[src/rtl/multicycle_ctrl.sv]
// Control FSM for a five-phase multicycle RISC-V subset core (R/I ALU ops, LW, SW, BEQ).
// Advances on free-run or on each rising edge of step; write strobes fire only on advancing cycles.
module multicycle_ctrl #(
   parameter int unsigned NINSTR_BITS = 32,
   parameter int unsigned NBITS_TOP   = 8
) (
   input  logic                   clk_2,
   input  logic                   reset,
   input  logic                   run,
   input  logic                   step,
   input  logic [NINSTR_BITS-1:0] instruction,
   input  logic                   zero,
   output logic [2:0]             state,
   output logic                   ir_load,
   output logic                   pc_write,
   output logic                   reg_write,
   output logic                   mem_write,
   output logic                   mem_to_reg,
   output logic                   branch,
   output logic                   alu_src,
   output logic [2:0]             alu_ctrl,
   output logic [NBITS_TOP-1:0]   instr_cnt
);

   typedef enum logic [2:0] {
      StFetch  = 3'd0,
      StDecode = 3'd1,
      StExec   = 3'd2,
      StMem    = 3'd3,
      StWb     = 3'd4,
      StHalt   = 3'd5
   } state_e;

   localparam logic [6:0] OpR   = 7'b0110011;
   localparam logic [6:0] OpI   = 7'b0010011;
   localparam logic [6:0] OpLw  = 7'b0000011;
   localparam logic [6:0] OpSw  = 7'b0100011;
   localparam logic [6:0] OpBeq = 7'b1100011;

   localparam logic [2:0] AluAdd = 3'd0;
   localparam logic [2:0] AluSub = 3'd1;
   localparam logic [2:0] AluAnd = 3'd2;
   localparam logic [2:0] AluOr  = 3'd3;
   localparam logic [2:0] AluSlt = 3'd4;

   state_e                 state_q, state_d;
   logic [NINSTR_BITS-1:0] ir_q, ir_d;
   logic [NBITS_TOP-1:0]   cnt_q, cnt_d;
   logic                   step_q, step_d;
   logic                   step_blk_q, step_blk_d;

   logic       adv;
   logic       retire;
   logic [6:0] opcode;
   logic [2:0] funct3;
   logic       is_r, is_i, is_lw, is_sw, is_beq;
   logic       f3_alu_ok;
   logic       legal;
   logic [2:0] alu_dec;

   // The datapath consumes zero directly; the remaining IR fields are for the datapath too.
   logic unused_bits;
   assign unused_bits = ^{zero, ir_q[NINSTR_BITS-1:31], ir_q[29:15], ir_q[11:7]};

   assign opcode = ir_q[6:0];
   assign funct3 = ir_q[14:12];

   always_comb begin
      is_r      = (opcode == OpR);
      is_i      = (opcode == OpI);
      is_lw     = (opcode == OpLw) && (funct3 == 3'b010);
      is_sw     = (opcode == OpSw) && (funct3 == 3'b010);
      is_beq    = (opcode == OpBeq) && (funct3 == 3'b000);
      f3_alu_ok = (funct3 == 3'b000) || (funct3 == 3'b111) ||
                  (funct3 == 3'b110) || (funct3 == 3'b010);
      legal     = ((is_r || is_i) && f3_alu_ok) || is_lw || is_sw || is_beq;

      alu_dec = AluAdd;
      if (is_r || is_i) begin
         case (funct3)
            3'b000:  alu_dec = (is_r && ir_q[30]) ? AluSub : AluAdd;
            3'b111:  alu_dec = AluAnd;
            3'b110:  alu_dec = AluOr;
            3'b010:  alu_dec = AluSlt;
            default: alu_dec = AluAdd;
         endcase
      end else if (is_beq) begin
         alu_dec = AluSub;
      end
   end

   // A step already high at reset release stays blocked until it has been seen low.
   assign step_d     = reset ? 1'b0 : step;
   assign step_blk_d = reset ? step : (step_blk_q & step);
   assign adv        = run | (step & ~step_q & ~step_blk_q);

   always_comb begin
      state_d    = state_q;
      ir_d       = ir_q;
      cnt_d      = cnt_q;
      retire     = 1'b0;
      ir_load    = 1'b0;
      pc_write   = 1'b0;
      reg_write  = 1'b0;
      mem_write  = 1'b0;
      mem_to_reg = 1'b0;
      branch     = 1'b0;
      alu_src    = 1'b0;
      alu_ctrl   = AluAdd;

      if (reset) begin
         state_d = StFetch;
         ir_d    = '0;
         cnt_d   = '0;
      end else begin
         case (state_q)
            StFetch: begin
               ir_load = adv;
               if (adv) begin
                  ir_d    = instruction;
                  state_d = StDecode;
               end
            end
            StDecode: begin
               if (adv) state_d = legal ? StExec : StHalt;
            end
            StExec: begin
               alu_ctrl = alu_dec;
               alu_src  = is_i | is_lw | is_sw;
               branch   = is_beq;
               pc_write = adv & is_beq;
               if (adv) begin
                  if (is_beq) begin
                     state_d = StFetch;
                     retire  = 1'b1;
                  end else if (is_lw || is_sw) begin
                     state_d = StMem;
                  end else begin
                     state_d = StWb;
                  end
               end
            end
            StMem: begin
               mem_write = adv & is_sw;
               pc_write  = adv & is_sw;
               if (adv) begin
                  if (is_sw) begin
                     state_d = StFetch;
                     retire  = 1'b1;
                  end else begin
                     state_d = StWb;
                  end
               end
            end
            StWb: begin
               reg_write  = adv;
               pc_write   = adv;
               mem_to_reg = is_lw;
               if (adv) begin
                  state_d = StFetch;
                  retire  = 1'b1;
               end
            end
            StHalt: state_d = StHalt;
            default: state_d = StHalt;
         endcase
         if (retire) cnt_d = cnt_q + NBITS_TOP'(1);
      end
   end

   always_ff @(posedge clk_2) begin
      state_q    <= state_d;
      ir_q       <= ir_d;
      cnt_q      <= cnt_d;
      step_q     <= step_d;
      step_blk_q <= step_blk_d;
   end

   assign state     = state_q;
   assign instr_cnt = cnt_q;

endmodule
[config.mk]
export PLATFORM = sky130hd
export DESIGN_NAME = multicycle_ctrl
export DESIGN_NICKNAME = d
export VERILOG_FILES = /design/src/rtl/multicycle_ctrl.sv
export SDC_FILE = /design/constraint.sdc
export NUM_CORES = 1
export LEC_CHECK = 0
export CORE_ASPECT_RATIO = 0.75
export CORE_MARGIN = 3
export CORE_UTILIZATION = 30
export CTS_BUF_LIST = sky130_fd_sc_hd__clkbuf_4 sky130_fd_sc_hd__clkbuf_8 sky130_fd_sc_hd__clkbuf_16
export DETAILED_ROUTE_END_ITERATION = 7
export SETUP_SLACK_MARGIN = 0.4
export SLEW_MARGIN = 30
export SYNTH_ARGS = -nofsm -noshare
export SYNTH_HDL_FRONTEND = slang
export SYNTH_SLANG_ARGS = --single-unit
[constraint.sdc]
create_clock -name clk_2 -period 1.8 [get_ports clk_2]
set_input_delay 0.18 -clock clk_2 [delete_from_list [all_inputs] [get_ports clk_2]]
set_output_delay 0.18 -clock clk_2 [all_outputs]
set_load 0.03 [all_outputs]
==> results.txt, run 1 <==
The synthesized design contains 0 enable-type register cells. The cell row count came out at 20. After clock tree synthesis, the clock-pin slew on the worst setup and hold paths is 0.09 ns. TritonCTS built the clock tree.

The clock skew after layout came out at 0.004694 ns. During synthesis, Yosys emitted a total of 0 warnings. Across every metal layer, demand over resource in global routing totals between 10% and 20%. CTS placed an instance of sky130_fd_sc_hd__clkbuf_8 at the clock tree root. The maximum root-to-sink buffer count is 2. The routability congestion estimate from global placement came out at 0.8290. The number of antenna violations at the first check in global routing came to 0.

The detailed-routing wirelength on met1 is 2007 um. The net count after synthesis is 194. The remaining number of nets flagged by the antenna check after routing came out at 0. The die width came out at 84.57 um. The max capacitance violation total came out at 0.

In this run the top signal layer used is met4. The checks that failed: negative setup slack. Clock latency on the worst-skew pair, taken at its later pin, is ~0.27 ns. The worst setup path is launched from a flip-flop. The number of placed I/O pins came out at between 50 and 60. In the layout the commonest cells are sky130_fd_sc_hd__buf_4, sky130_fd_sc_hd__nor2_1, sky130_fd_sc_hd__buf_6. The per-cell routed wire length came out at 14.58 um. The total of flip-flops plus latches after synthesis is 24. The global-route wire length before repair is about 7100 um. Synthesis handed over a netlist of 156 instances. Input and output buffers added on the ports amount to 35. The capturing element type of the critical path is a flip-flop. The number of endpoints failing setup at the final stage came out at 14. The fraction of the yosys area taken by sequential cells came out at around a third. The placeable core region is 4254 um^2. The number of different library cells in the post-synthesis netlist came out at 49. The number of global-route vias before repair was roughly 1.5k. The transition time at the pin with the least slew margin came out at 0.3029 ns. In this run the worst path has a maximum fanout of 3.

The number of search-and-repair iterations in the first detailed-routing pass is 4. For this run, the leading register cell type out of synthesis is sky130_fd_sc_hd__dfxtp_1. The highest clock rate is 508.6 MHz. The overall power consumption is approximately 1.5 mW. The effective utilization at floorplan came out at 32.65%.

Buffers inserted to repair hold after CTS numbered 0. The shortest period the worst path allows is between 1.5 and 2 ns. The die is 64.93 um tall. The number of placed instances, taps included, is 259. The routed via count divided by cell count is 5.042. The total via count after detailed routing is 1427. The total length of routed met3 wires came out at 173 um.

Summed over all layers, the global routing overflow is 0. The antenna cell count came out at 0. The summed instance area of the synthesized netlist came out at 1389 um^2. The path class of the lowest-slack min-delay path is input port to flip-flop.

The maximum number of pins on one net before global-route repair is 16. The detailed-route wire length came out at 4125 um. The required arrival time at the worst endpoint came out at about 2 ns.

The number of cells in the finished layout apart from fillers is 283. CTS saw 24 sinks. The type of the setup path with the least slack is flip-flop to flip-flop. The worst pin sits at a relative slew slack of ~80%. For this design the static power due to leakage is 0.9961 nW. The endpoint arrival time on the critical path came out at 2.13 ns. For this run, the post-layout net count is 267. The hold-critical path depth is 2. The worst path uses 109.2% of the clock period. The number of hold violations in the final report is 0. The placement-stage worst setup slack came out at -0.4590 ns. The iteration-0 DRC count of the detailed router is 43. After synthesis, the share of flip-flops with an asynchronous set or reset is 0%. The maximum ir drop on the vdd rail is 0.4307 mV. The CTS buffer count is 3.

The H-tree depth reported by CTS is 1. Setup repair after global routing could not meet its margin everywhere. The HPWL after detailed placement is 2864 um. The average cell area after synthesis is 8.903 um^2. The layout filler cell count is 362. The floorplan step defined a die boundary enclosing 5490 um^2. The routed design uses ~1900 um of met2 wire. The worst setup slack after layout came out at -0.1661 ns.

Counting cells, the worst reg-to-reg path comes to 7. The run finished, with violations left. The total power divided by cell area came out at 617.5 nW/um^2. The number of design rule violations left after detail routing is 0. The area growth from synthesis to layout is 78.11%. The final number of max-transition violations is 0. The layout cell share with drive strength beyond 1 is 49.56%. The most frequent standard cell in the layout excluding fill and tap cells is sky130_fd_sc_hd__buf_4.
critical path, stage by stage (launching register included):
cell and delay [ns]:
sky130_fd_sc_hd__dfxtp_2 0.34, sky130_fd_sc_hd__nor3b_4 0.27, sky130_fd_sc_hd__buf_6 0.15, sky130_fd_sc_hd__o2111ai_4 0.12
sky130_fd_sc_hd__or2_4 0.29, sky130_fd_sc_hd__buf_4 0.14, sky130_fd_sc_hd__o32ai_4 0.22, sky130_fd_sc_hd__mux2_4 0.32
worst paths after layout:
kind                                                   to                  from  slack (ns)
worst max-delay path            instr_cnt[5]$_SDFFE_PP0P_    step_blk_q$_DFF_P_       -0.17
worst min-delay path                   step_blk_q$_DFF_P_                  step        0.29
worst max register to register  instr_cnt[5]$_SDFFE_PP0P_    step_blk_q$_DFF_P_       -0.17
worst min register to register       ir_q[2]$_SDFFE_PP0P_  ir_q[2]$_SDFFE_PP0P_        0.49
synth_stat cells (all sizes together) (4+ instances only):
| master | number | area share [%] |
|---|---|---|
| buf | 5 | 2.3 |
| clkbuf | 4 | 1.1 |
| dfxtp | 24 | 35 |
| mux2i | 12 | 8.6 |
| nand2 | 6 | 1.6 |
| nand3 | 5 | 2.7 |
| nor2 | 31 | 8.4 |
| nor2b | 10 | 4.7 |
| nor3 | 8 | 3.7 |
| o21ai | 6 | 2.2 |
layout make-up:
| cell class | instances | area (um^2) | area share [%] |
|---|---|---|---|
| inverter | 3 | 11.26 | 0.4552 |
| timing repair buffer | 77 | 714.4 | 28.88 |
| clock buffer | 4 | 66.31 | 2.681 |
| sequential | 24 | 500.5 | 20.23 |
| multi-input combinational | 120 | 1112 | 44.97 |
| tap | 55 | 68.82 | 2.782 |
cell families after synthesis:
group                      Yosys count  share of synthesized area [%]
xor gates and xnor gates             2                          1.261
and+or+nand+nor                     78                          32.16
AOI/OAI and AO/OA                   24                          15.77
muxes                               15                          11.08
DFF                                 24                          34.59
buffers and inverters               12                          4.234
adders and majority gates            1                         0.9008
through the flow:
stage	cell area (um^2)	setup TNS (ns)	hold WS, ns	utilization [%]
global placement	2057	-3.382	0.4691	48.35
CTS	2379	-1.050	0.2764	55.91
global route	2474	-2.793	0.2918	58.15
detailed placement	2057	-4.643	0.4793	48.35
floorplan	1548	0	0.2978	-
finish	2474	-1.235	0.2884	58.15
registers in the layout, indices dropped and copies added (netlist names):
name        count
step_blk_q      1
instr_cnt       8
ir_q           11
state           3
step_q          1
timing repair:
action,CTS,global route
gates cloned,1,0
endpoints found under the setup margin,43,33
gates resized for setup,46,14
pin swaps,17,8
setup buffers,13,6
where the power goes:
part / internal, mW / switching [mW] / leakage (nW) / total, mW
Combinational: 0.250 / 0.228 / 0.761 / 0.478
Sequential: 0.570 / 0.0498 / 0.201 / 0.619
Clock: 0.242 / 0.188 / 0.0339 / 0.430
Total: 1.06 / 0.466 / 0.996 / 1.53
layer usage:
layer | GRT usage [%] | vias to the layer above
met5 | 0 | -
met4 | 1.581 | 0
met3 | 3.939 | 5
met2 | 26.86 | 40
met1 | 20.98 | 679
li1 | - | 703
No activity file was read; power rests on OpenSTA's default activity.
==> run 2, diff against run 1 <==
Settings changed: CAP_MARGIN from default to 20, TNS_END_PERCENT from default to 10.
==> run 2 against run 1 <==
Compared with the run above: the flow still finishes with violations (negative setup slack); cell area decreased by 7.0%; clock power decreased by 1%; first-iteration DRC count decreased by 28%; critical path depth decreased by 2; power decreased by 4.1%; critical path type is now flip-flop to output pin; largest power group unchanged.
==> results.txt, run 2 (synthesized netlist as in run 1, its figures left out) <==
The overall power consumption is 1.465 mW (-4.1%). The overflow left after global routing is 0 (unchanged). The sum of buffers and inverters on the critical path came out at 1 (-1).

The remaining max-slew budget at the tightest pin is 75.93% (-4.0 points). The placement-stage worst setup slack came out at -0.3952 ns (+0.06384 ns). The remaining number of nets flagged by the antenna check after routing is 0 (unchanged). The number of global-route vias before repair is 1418 (-6.2%). The CTS buffer count came out at 3 (unchanged). The antenna cell count is 0 (unchanged).

TritonCTS built the clock tree. The leakage power figure is 0.9592 nW (-3.7%). The number of flip-flops under the largest register name was 11 (unchanged). The capturing element type of the critical path is an output pin.

The maximum number of pins on one net before global-route repair came out at 23 (+7). The HPWL after detailed placement came to 2831 um (-1.2%). The setup slack on the worst flop-to-flop path is -0.18 ns (-0.02 ns).

The effective utilization at floorplan was 32.65% (unchanged). The iteration-0 DRC count of the detailed router came to 31 (-28%). The peak fanout along the critical path came out at 5 (+2). The area overhead of the layout relative to synthesis came out at 65.68%. The aggregate global-route resource usage came out at 14.75% (-1.0 points).

The number of hold violations in the final report is 0 (unchanged). The reg-to-reg critical path endpoint is instr_cnt[5]$_SDFFE_PP0P_. The worst setup slack after layout came to -0.1831 ns (-0.01698 ns). The part of the cycle the worst path needs came out at 110.2% (+0.94 points). The number of search-and-repair iterations in the first detailed-routing pass came out at 4 (unchanged). The number of placed I/O pins was 58 (unchanged). More flip-flops sit in one register than any other, and that register is ir_q. The per-cell routed wire length came out at 13.96 um (-4.2%). The most frequent standard cell in the layout excluding fill and tap cells is sky130_fd_sc_hd__buf_4. The startpoint type of the worst setup path is a flip-flop.

The critical path ends at alu_ctrl[0]. The largest incremental delay on the critical path is 0.39 ns (+0.05 ns). The startpoint identified for the worst register-to-register timing path is ir_q[2]$_SDFFE_PP0P_. The detailed-route wire length came out at 3853 um (-6.6%). The die width came to 84.57 um (unchanged). The H-tree depth reported by CTS is 1 (unchanged).

The max capacitance violation total came out at 0 (unchanged). The aggregate negative setup slack is -1.578 ns (-0.3426 ns). The maximum root-to-sink buffer count came out at 2 (unchanged).

The transition time at the pin with the least slew margin came out at 0.3599 ns (+0.05695 ns). The min-delay analysis places its worst path in the category input port to flip-flop. The die area is 5490 um^2 (unchanged). On the critical path the largest part of the delay comes from simple AND/OR/NAND/NOR gates. The shortest period the worst path allows came out at 1.983 ns (+0.01698 ns). The critical path is of the flip-flop to output pin type.

The number of buffers inserted for hold repair after clock tree synthesis came out at 0 (unchanged). The top cell types in the final layout, fill and taps aside, are sky130_fd_sc_hd__buf_4, sky130_fd_sc_hd__nor2_1, sky130_fd_sc_hd__dfxtp_1. The highest clock rate is 504.3 MHz (-0.86%).

The tightest hold margin came out at 0.3764 ns (+0.08794 ns). The cell row count came out at 20 (unchanged). The required arrival time at the worst endpoint came out at 1.62 ns (-0.35 ns). The routed via count divided by cell count is 4.942 (-2.0%). The number of antenna violations at the first check in global routing was 0 (unchanged). The total power divided by cell area is 636.6 nW/um^2 (+3.1%). The clock-pin slew reported for the worst setup and hold paths after clock tree synthesis came to 0.09 ns (about the same). Setup repair after global routing could not meet its margin everywhere. The layout cell share with drive strength beyond 1 came out at 41.18% (-8.4 points). The total via count after detailed routing came out at 1364 (-4.4%).

The placeable core region is 4254 um^2 (unchanged). The post-layout net count came out at 260 (-2.6%). The number of cells on the critical path is 5 (-2). The checks that failed: negative setup slack.

The tree is rooted in a sky130_fd_sc_hd__clkbuf_8. The final number of max-transition violations came out at 0 (unchanged). The routability congestion estimate from global placement is 0.8924 (+7.6%).

The worst reg-to-reg path cell count was 7 (unchanged). The clock latency on the worst-skew pair is 0.27 ns (about the same). The global-route wire length before repair came out at 6706 um (-5.1%). The height of the die came out at 64.93 um (unchanged). The count of clock tree sinks is 24 (unchanged).

The clock skew after layout came out at 0.003966 ns (-0.0007278 ns). The number of design rule violations left after detail routing came out at 0 (unchanged). Walking the worst path, the cells encountered are and4bb_4, nand3b_1, o31a_1, nor3_2, buf_4. The number of port buffers is 35 (unchanged).

The maximum ir drop on the vdd rail came out at 0.3777 mV (-12%). The cell type of the slowest stage on the worst timing path is sky130_fd_sc_hd__and4bb_4. The critical path starts at ir_q[2]$_SDFFE_PP0P_.

The run finished, with violations left. The number of endpoints failing setup at the final stage is 12 (-2). The endpoint arrival time on the critical path was 1.80 ns (-0.33 ns).
run 2: how the worst min path moves through the flow:
stage / startpoint / end / slack (ns) / cells past startpoint
detailed placement: instr_cnt[6]$_SDFFE_PP0P_ / instr_cnt[6]$_SDFFE_PP0P_ / 0.50 / 2
global route: step / step_blk_q$_DFF_P_ / 0.38 / 3
finish: step / step_blk_q$_DFF_P_ / 0.38 / 3
global placement: ir_q[3]$_SDFFE_PP0P_ / ir_q[3]$_SDFFE_PP0P_ / 0.47 / 2
floorplan: step / step_blk_q$_DFF_P_ / 0.30 / 1
CTS: step / step_blk_q$_DFF_P_ / 0.38 / 3
run 2: per-stage QoR:
stage | util [%] | area (um^2) | std cells
6_report | 54.09 | 2301 | 276
2_1_floorplan | - | 1495 | 156
4_1_cts | 52.79 | 2246 | 273
5_1_grt | 54.09 | 2301 | 276
3_3_place_gp | 48.24 | 2052 | 262
3_5_place_dp | 48.24 | 2052 | 262
run 2: report_power, final:
part	leakage, nW	internal [mW]	switching (mW)	total (mW)
Clock	0.0339	0.242	0.182	0.424
Sequential	0.200	0.569	0.0485	0.617
Combinational	0.726	0.221	0.202	0.424
run 2: worst reg2reg max path, stage by stage (launching register included):
cell and delay, ns:
sky130_fd_sc_hd__dfxtp_2 0.33, sky130_fd_sc_hd__and4bb_4 0.39, sky130_fd_sc_hd__buf_4 0.14, sky130_fd_sc_hd__nand3_4 0.07, sky130_fd_sc_hd__or2_1 0.27, sky130_fd_sc_hd__buf_4 0.14, sky130_fd_sc_hd__o32ai_2 0.21, sky130_fd_sc_hd__mux2_1 0.34
run 2: layout make-up:
cell class	instances	area, um^2
fillers	412	1953
multi-input cells	120	1016
repair buffers	70	643.1
flip-flops and latches	24	495.5
well taps	55	68.82
clock buffers	4	66.31
inverters	3	11.26
run 2: what timing repair did:
item	in CTS	in global routing
setup buffers	7	3
endpoints found under the setup margin	43	33
pin swaps	11	8
gates cloned	0	0
gates resized for setup	31	10
run 2: layer usage:
metal | up-vias | wire length (um) | part of all wire [%] | track usage (%)
li1 | 688 | - | - | -
met1 | 647 | 1810 | 47 | 19.54
met2 | 27 | 1851 | 48 | 24.32
met3 | 2 | 172 | 4.5 | 4.447
met4 | 0 | 18 | 0.47 | 1.976
met5 | - | 0 | 0 | 0
==> run 3, diff against run 2 <==
Settings changed: MAX_ROUTING_LAYER from default to met4, REMOVE_ABC_BUFFERS from default to 1, SLEW_MARGIN 30 to default.
==> run 3 against run 2 <==
Compared with the run above: the flow still finishes with violations (negative setup slack); sequential power decreased by 3%; non-clock buffer count decreased by 1; via count increased by 3.2%; largest power group unchanged; critical endpoint is now alu_src.
==> results.txt, run 3 (synthesized netlist as in run 1, its figures left out) <==
The worst register-to-register path begins at ir_q[2]$_SDFFE_PP0P_. The antenna cell count is 0 (unchanged). The endpoint arrival time on the critical path is 1.78 ns (-0.02 ns).

The highest clock rate came out at 511.4 MHz (+1.4%). The number of design rule violations left after detail routing is 0 (unchanged). The remaining max-slew budget at the tightest pin is 71.93% (-4.0 points).

The layout cell share with drive strength beyond 1 is 39.55% (-1.6 points). The number of endpoints failing setup at the final stage is 9 (-3). The post-layout net count came to 259 (-0.38%). The capturing element type of the critical path is an output pin.

The CTS buffer count is 3 (unchanged). The placement-stage worst setup slack is -0.3797 ns (+0.01545 ns). The checks that failed: negative setup slack.

The detailed-route wire length was 3941 um (+2.3%). The worst setup slack after layout is -0.1553 ns (+0.02775 ns). The number of flip-flops under the largest register name was 11 (unchanged). The tightest min-delay check is of the input port to flip-flop type. The effective utilization at floorplan came out at 32.65% (unchanged).

The layout filler cell count was 391 (-5.1%). The clock tree from TritonCTS is built. The transition time at the pin with the least slew margin is 0.4198 ns (+0.05990 ns).

The number of placed I/O pins is 58 (unchanged). The clock skew after layout was 0.005723 ns (+0.001756 ns). The total via count after detailed routing came out at 1407 (+3.2%).

The part of the cycle the worst path needs is 108.6% (-1.5 points). The clock latency on the worst-skew pair is 0.27 ns (about the same). The area taken by flip-flops and latches came to 485.5 um^2 (-2.0%). The number of port buffers is 35 (unchanged).

The routability congestion estimate from global placement is 0.8387 (-6.0%). The overflow left after global routing came out at 0 (unchanged). Tracing the worst setup path back leads to its startpoint at ir_q[2]$_SDFFE_PP0P_. The clock-pin slew reported for the worst setup and hold paths after clock tree synthesis was 0.08 ns (about the same).

The most flop-heavy register is ir_q. The maximum number of pins on one net before global-route repair is 20 (-13%). The number of hold violations in the final report is 0 (unchanged).

The tightest hold margin is 0.2991 ns (-0.07728 ns). The startpoint type of the worst setup path is a flip-flop. The number of search-and-repair iterations in the first detailed-routing pass was 4 (unchanged). The total power divided by cell area came to 639.5 nW/um^2 (+0.45%). The type of the setup path with the least slack is flip-flop to output pin. The peak fanout along the critical path is 4 (-1). The height of the die came to 64.93 um (unchanged).

The per-cell routed wire length is 14.33 um (+2.7%). Leaving out fill and tap cells, the most frequent cells in the layout are sky130_fd_sc_hd__buf_4, sky130_fd_sc_hd__nor2_1, sky130_fd_sc_hd__dfxtp_1. The aggregate negative setup slack is -0.8595 ns (+0.7184 ns). The required arrival time at the worst endpoint came out at 1.62 ns (about the same). The total length of routed met3 wires is 216 um (+26%). The highest signal layer in the routed design is met4. The die width was 84.57 um (unchanged).

The iteration-0 DRC count of the detailed router came out at 104 (+240%). The number of global-route vias before repair came to 1342 (-5.4%). The root buffer cell chosen for the clock tree is sky130_fd_sc_hd__clkbuf_8.

The global-route wire length before repair is 6423 um (-4.2%). The placeable core region came to 4254 um^2 (unchanged). The area occupied by multi-input gates came out at 978.4 um^2 (-3.7%). The routed via count divided by cell count is 5.116 (+3.5%). The number of antenna violations at the first check in global routing is 0 (unchanged).

The H-tree depth reported by CTS is 1 (unchanged). The max capacitance violation total is 0 (unchanged). Setup repair after global routing could not meet its margin everywhere.

The die area came out at 5490 um^2 (unchanged). The detailed-routing wirelength on met1 is 1845 um (+1.9%). The final number of max-transition violations is 0 (unchanged). The maximum ir drop on the vdd rail came to 0.4564 mV (+21%). The run finished, with violations left. The count of clock tree sinks came out at 24 (unchanged). The area overhead of the layout relative to synthesis is 57.48%. The library cell used most frequently in the layout, excluding fill and tap cells, is sky130_fd_sc_hd__buf_4. The startpoint identified for the worst hold timing path is step. The aggregate global-route resource usage is 14.81% (+0.061 points). The leakage power figure came out at 0.9078 nW (-5.4%). The maximum root-to-sink buffer count is 2 (unchanged).

The HPWL after detailed placement is 2762 um (-2.4%). The remaining number of nets flagged by the antenna check after routing is 0 (unchanged). The shortest period the worst path allows came out at 1.955 ns (-0.02775 ns). The amount of wire on met2 after detailed routing was 1841 um (-0.54%). The cell row count came out at 20 (unchanged).
## run 3: where the power goes
part	total [mW]	leakage (nW)	switching, mW	internal [mW]
Clock	0.379	0.0288	0.184	0.196
Combinational	0.419	0.681	0.213	0.206
Sequential	0.600	0.198	0.0324	0.568
## run 3: critical path, cell delays in order (launching register included)
cell and delay, ns:
sky130_fd_sc_hd__dfxtp_1 0.31, sky130_fd_sc_hd__and4bb_4 0.37, sky130_fd_sc_hd__nand3b_1 0.17, sky130_fd_sc_hd__buf_4 0.18, sky130_fd_sc_hd__nor2_1 0.08, sky130_fd_sc_hd__nor2_1 0.05, sky130_fd_sc_hd__nor3_1 0.14, sky130_fd_sc_hd__buf_4 0.19
## run 3: worst paths after layout
| kind | endpoint | slack, ns | depth (start not counted) |
|---|---|---|---|
| setup / recovery | alu_src | -0.16 | 7 |
| hold / removal | step_blk_q$_DFF_P_ | 0.30 | 2 |
| setup reg to reg | instr_cnt[5]$_SDFFE_PP0P_ | -0.15 | 6 |
| hold reg to reg | ir_q[3]$_SDFFE_PP0P_ | 0.51 | 2 |
## run 3: layout make-up
| type | instances | share of cell area [%] |
|---|---|---|
| multi-input cells | 120 | 44.74 |
| repair buffers | 69 | 26.89 |
| flip-flops and latches | 24 | 22.20 |
| well taps | 55 | 3.146 |
| clock buffers | 4 | 2.517 |
| inverters | 3 | 0.5149 |
## run 3: what timing repair did
action / 4_1_cts / 5_1_grt
resized for setup: 30 / 23
pin swaps: 17 / 22
endpoints found under the setup margin: 43 / 35
setup buffers: 7 / 4
hold buffers: 0 / 0
## run 3: metrics by stage
step	cell area (um^2)	instances	power, mW	utilization, %
after CTS	2077	271	1.373	48.82
after global placement	1908	260	0.9576	44.85
after global routing	2187	275	1.462	51.41
after detailed placement	1908	260	0.9646	44.85
after floorplan	1341	147	0.8014	-
final	2187	275	1.399	51.41
## run 3: layer usage
| layer | up-vias | global-route usage, % |
|---|---|---|
| li1 | 692 | - |
| met3 | 4 | 3.558 |
| met2 | 40 | 22.85 |
| met4 | 0 | 2.767 |
| met5 | - | - |
| met1 | 671 | 19.98 |
==> patch: new RTL, settings of run 2 <==
Register the output `ir_load`; this adds one clock of latency there. The other outputs are not delayed to match.
--- a/src/rtl/multicycle_ctrl.sv
+++ b/src/rtl/multicycle_ctrl.sv
@@ -42,6 +42,8 @@
    localparam logic [2:0] AluAnd = 3'd2;
    localparam logic [2:0] AluOr  = 3'd3;
    localparam logic [2:0] AluSlt = 3'd4;
+
+   logic ir_load_d;
 
    state_e                 state_q, state_d;
    logic [NINSTR_BITS-1:0] ir_q, ir_d;
@@ -99,7 +101,7 @@
       ir_d       = ir_q;
       cnt_d      = cnt_q;
       retire     = 1'b0;
-      ir_load    = 1'b0;
+      ir_load_d  = 1'b0;
       pc_write   = 1'b0;
       reg_write  = 1'b0;
       mem_write  = 1'b0;
@@ -115,7 +117,7 @@
       end else begin
          case (state_q)
             StFetch: begin
-               ir_load = adv;
+               ir_load_d = adv;
                if (adv) begin
                   ir_d    = instruction;
                   state_d = StDecode;
@@ -179,4 +181,8 @@
    assign state     = state_q;
    assign instr_cnt = cnt_q;
 
+   always_ff @(posedge clk_2) begin
+      ir_load <= ir_load_d;
+   end
+
 endmodule
Check against the original RTL: not equivalent (a bounded check fails within 4 cycles, from zero or initial values and one cycle with reset high).
==> patch against run 2 <==
The run still ends with negative setup slack left; clock skew increased by 0.0029 ns; power is 11% lower; register-to-register slack better by 0.19 ns; synthesized area fell by 7.3%; wire length fell by 5.0%; count of clock-buffer cells in the layout down 1; global-route usage is essentially flat; cell area down 12%; sequential cell count up 1; worst setup slack better by 0.054 ns; highest routed layer unchanged.
==> patch: results (changes against run 2) <==
metric;value;unit;change
final.fill_count;362;;-12%
route.met3.wl;206;um;+20%
dp_cells;237;;-9.5%
via_count;1273;;-6.7%
fin_nets;234;;-10%
leakagePower;0.837;nW;-13%
post_dp_cell_area;1830;um^2;-11%
dp_hpwl;2.75;mm;-3.0%
synthCells;146;;-6.4%
met2_usage;24.1;%;-0.23 points
hp-class;input pin to register;;
grt_pass1_wl;5.97;mm;-11%
ir_drop;0.297;mV;-21%
status;complete, but fails checks;;
fin_cells;247;;-11%
wl_met1;1.64;mm;-9.6%
grtUsageMet3;4.18;%;-0.27 points
drive_gt1_share;36.9;%;-4.3 points
violations;negative setup slack;;
setup_viol;5;;-7
synth_seq_area_share;38.9;%;+4.3 points
met2WireLength;1.79;mm;-3.5%
synth_cell_types;42;;-14%
synth_area_leaders;dfxtp_1 39%, mux2i_1 9.3%, nor2_1 6.1%, or3_1 4.4%, a21oi_1 4.3%;;
use_met1;19.0;%;-0.55 points
wire_per_inst;14.8;um;+6.2%
syn-num-nets;184;;-5.2%
critPathMaxStageDelay;0.39;ns;about the same
slew_headroom;79.6;%;+3.7 points
drt_iter0_markers;66;;+110%
gp_congestion;0.836;;-6.4%
setup_tns;-0.361;ns;+1.22 ns
finalWorstSetupSlack;-0.129;ns;+0.0542 ns
synth_common_cells;25 x dfxtp_1, 21 x nor2_1, 12 x mux2i_1, 11 x a21oi_1, 9 x or3_1;;
patch: changes by cell type in the layout (fill, tap and decap cells not counted), moves of 4 or more:
| cell | run 2 | this run |
|---|---|---|
| nor2_2 | 4 | 0 |
| or3_1 | 1 | 6 |
| buf_4 | 32 | 17 |
| a21oi_2 | 0 | 4 |
| nor2b_1 | 7 | 2 |
| nor2_1 | 25 | 17 |
patch: area by class of cell:
cell class / count / area, um^2 / share of cell area, %
Inverter: 5 / 21.3 / 1.05
Timing Repair Buffer: 53 / 484 / 23.9
Clock inverter: 1 / 5.00 / 0.247
Multi-Input combinational cell: 108 / 892 / 44.0
Sequential cell: 25 / 520 / 25.6
Tap cell: 52 / 65.1 / 3.21
Clock buffer: 3 / 41.3 / 2.03
patch: kinds of logic after synthesis:
family	share of synthesized area, %
AO/OA/AOI/OAI	18.5
XOR/XNOR	0.680
adder cells (fa/ha/maj)	0.972
buffers and inverters	4.76
flip-flops	38.9
multiplexers	9.33
AND/OR/NAND/NOR	26.9
patch: timing repair:
item                                    in CTS  in global routing
resized for setup                           30                 17
endpoints found under the setup margin      44                 32
setup buffers                                3                  3
pin swaps                                   22                  7
patch: final timing paths:
kind / cells past startpoint / start / slack (ns) / endpoint
worst min-delay path: 2 / step / 0.28 / step_blk_q$_DFF_P_
worst max-delay path: 5 / ir_q[3]$_SDFFE_PP0P_ / -0.13 / alu_ctrl[0]
worst min register to register: 1 / step_blk_q$_DFF_P_ / 0.49 / step_blk_q$_DFF_P_
worst max register to register: 6 / ir_q[3]$_SDFFE_PP0P_ / 0.01 / state[0]$_SDFFE_PP0P_
patch: where the power goes:
part | internal, mW | switching, mW
Combinational | 0.155 | 0.164
Sequential | 0.591 | 0.0488
Clock | 0.155 | 0.183
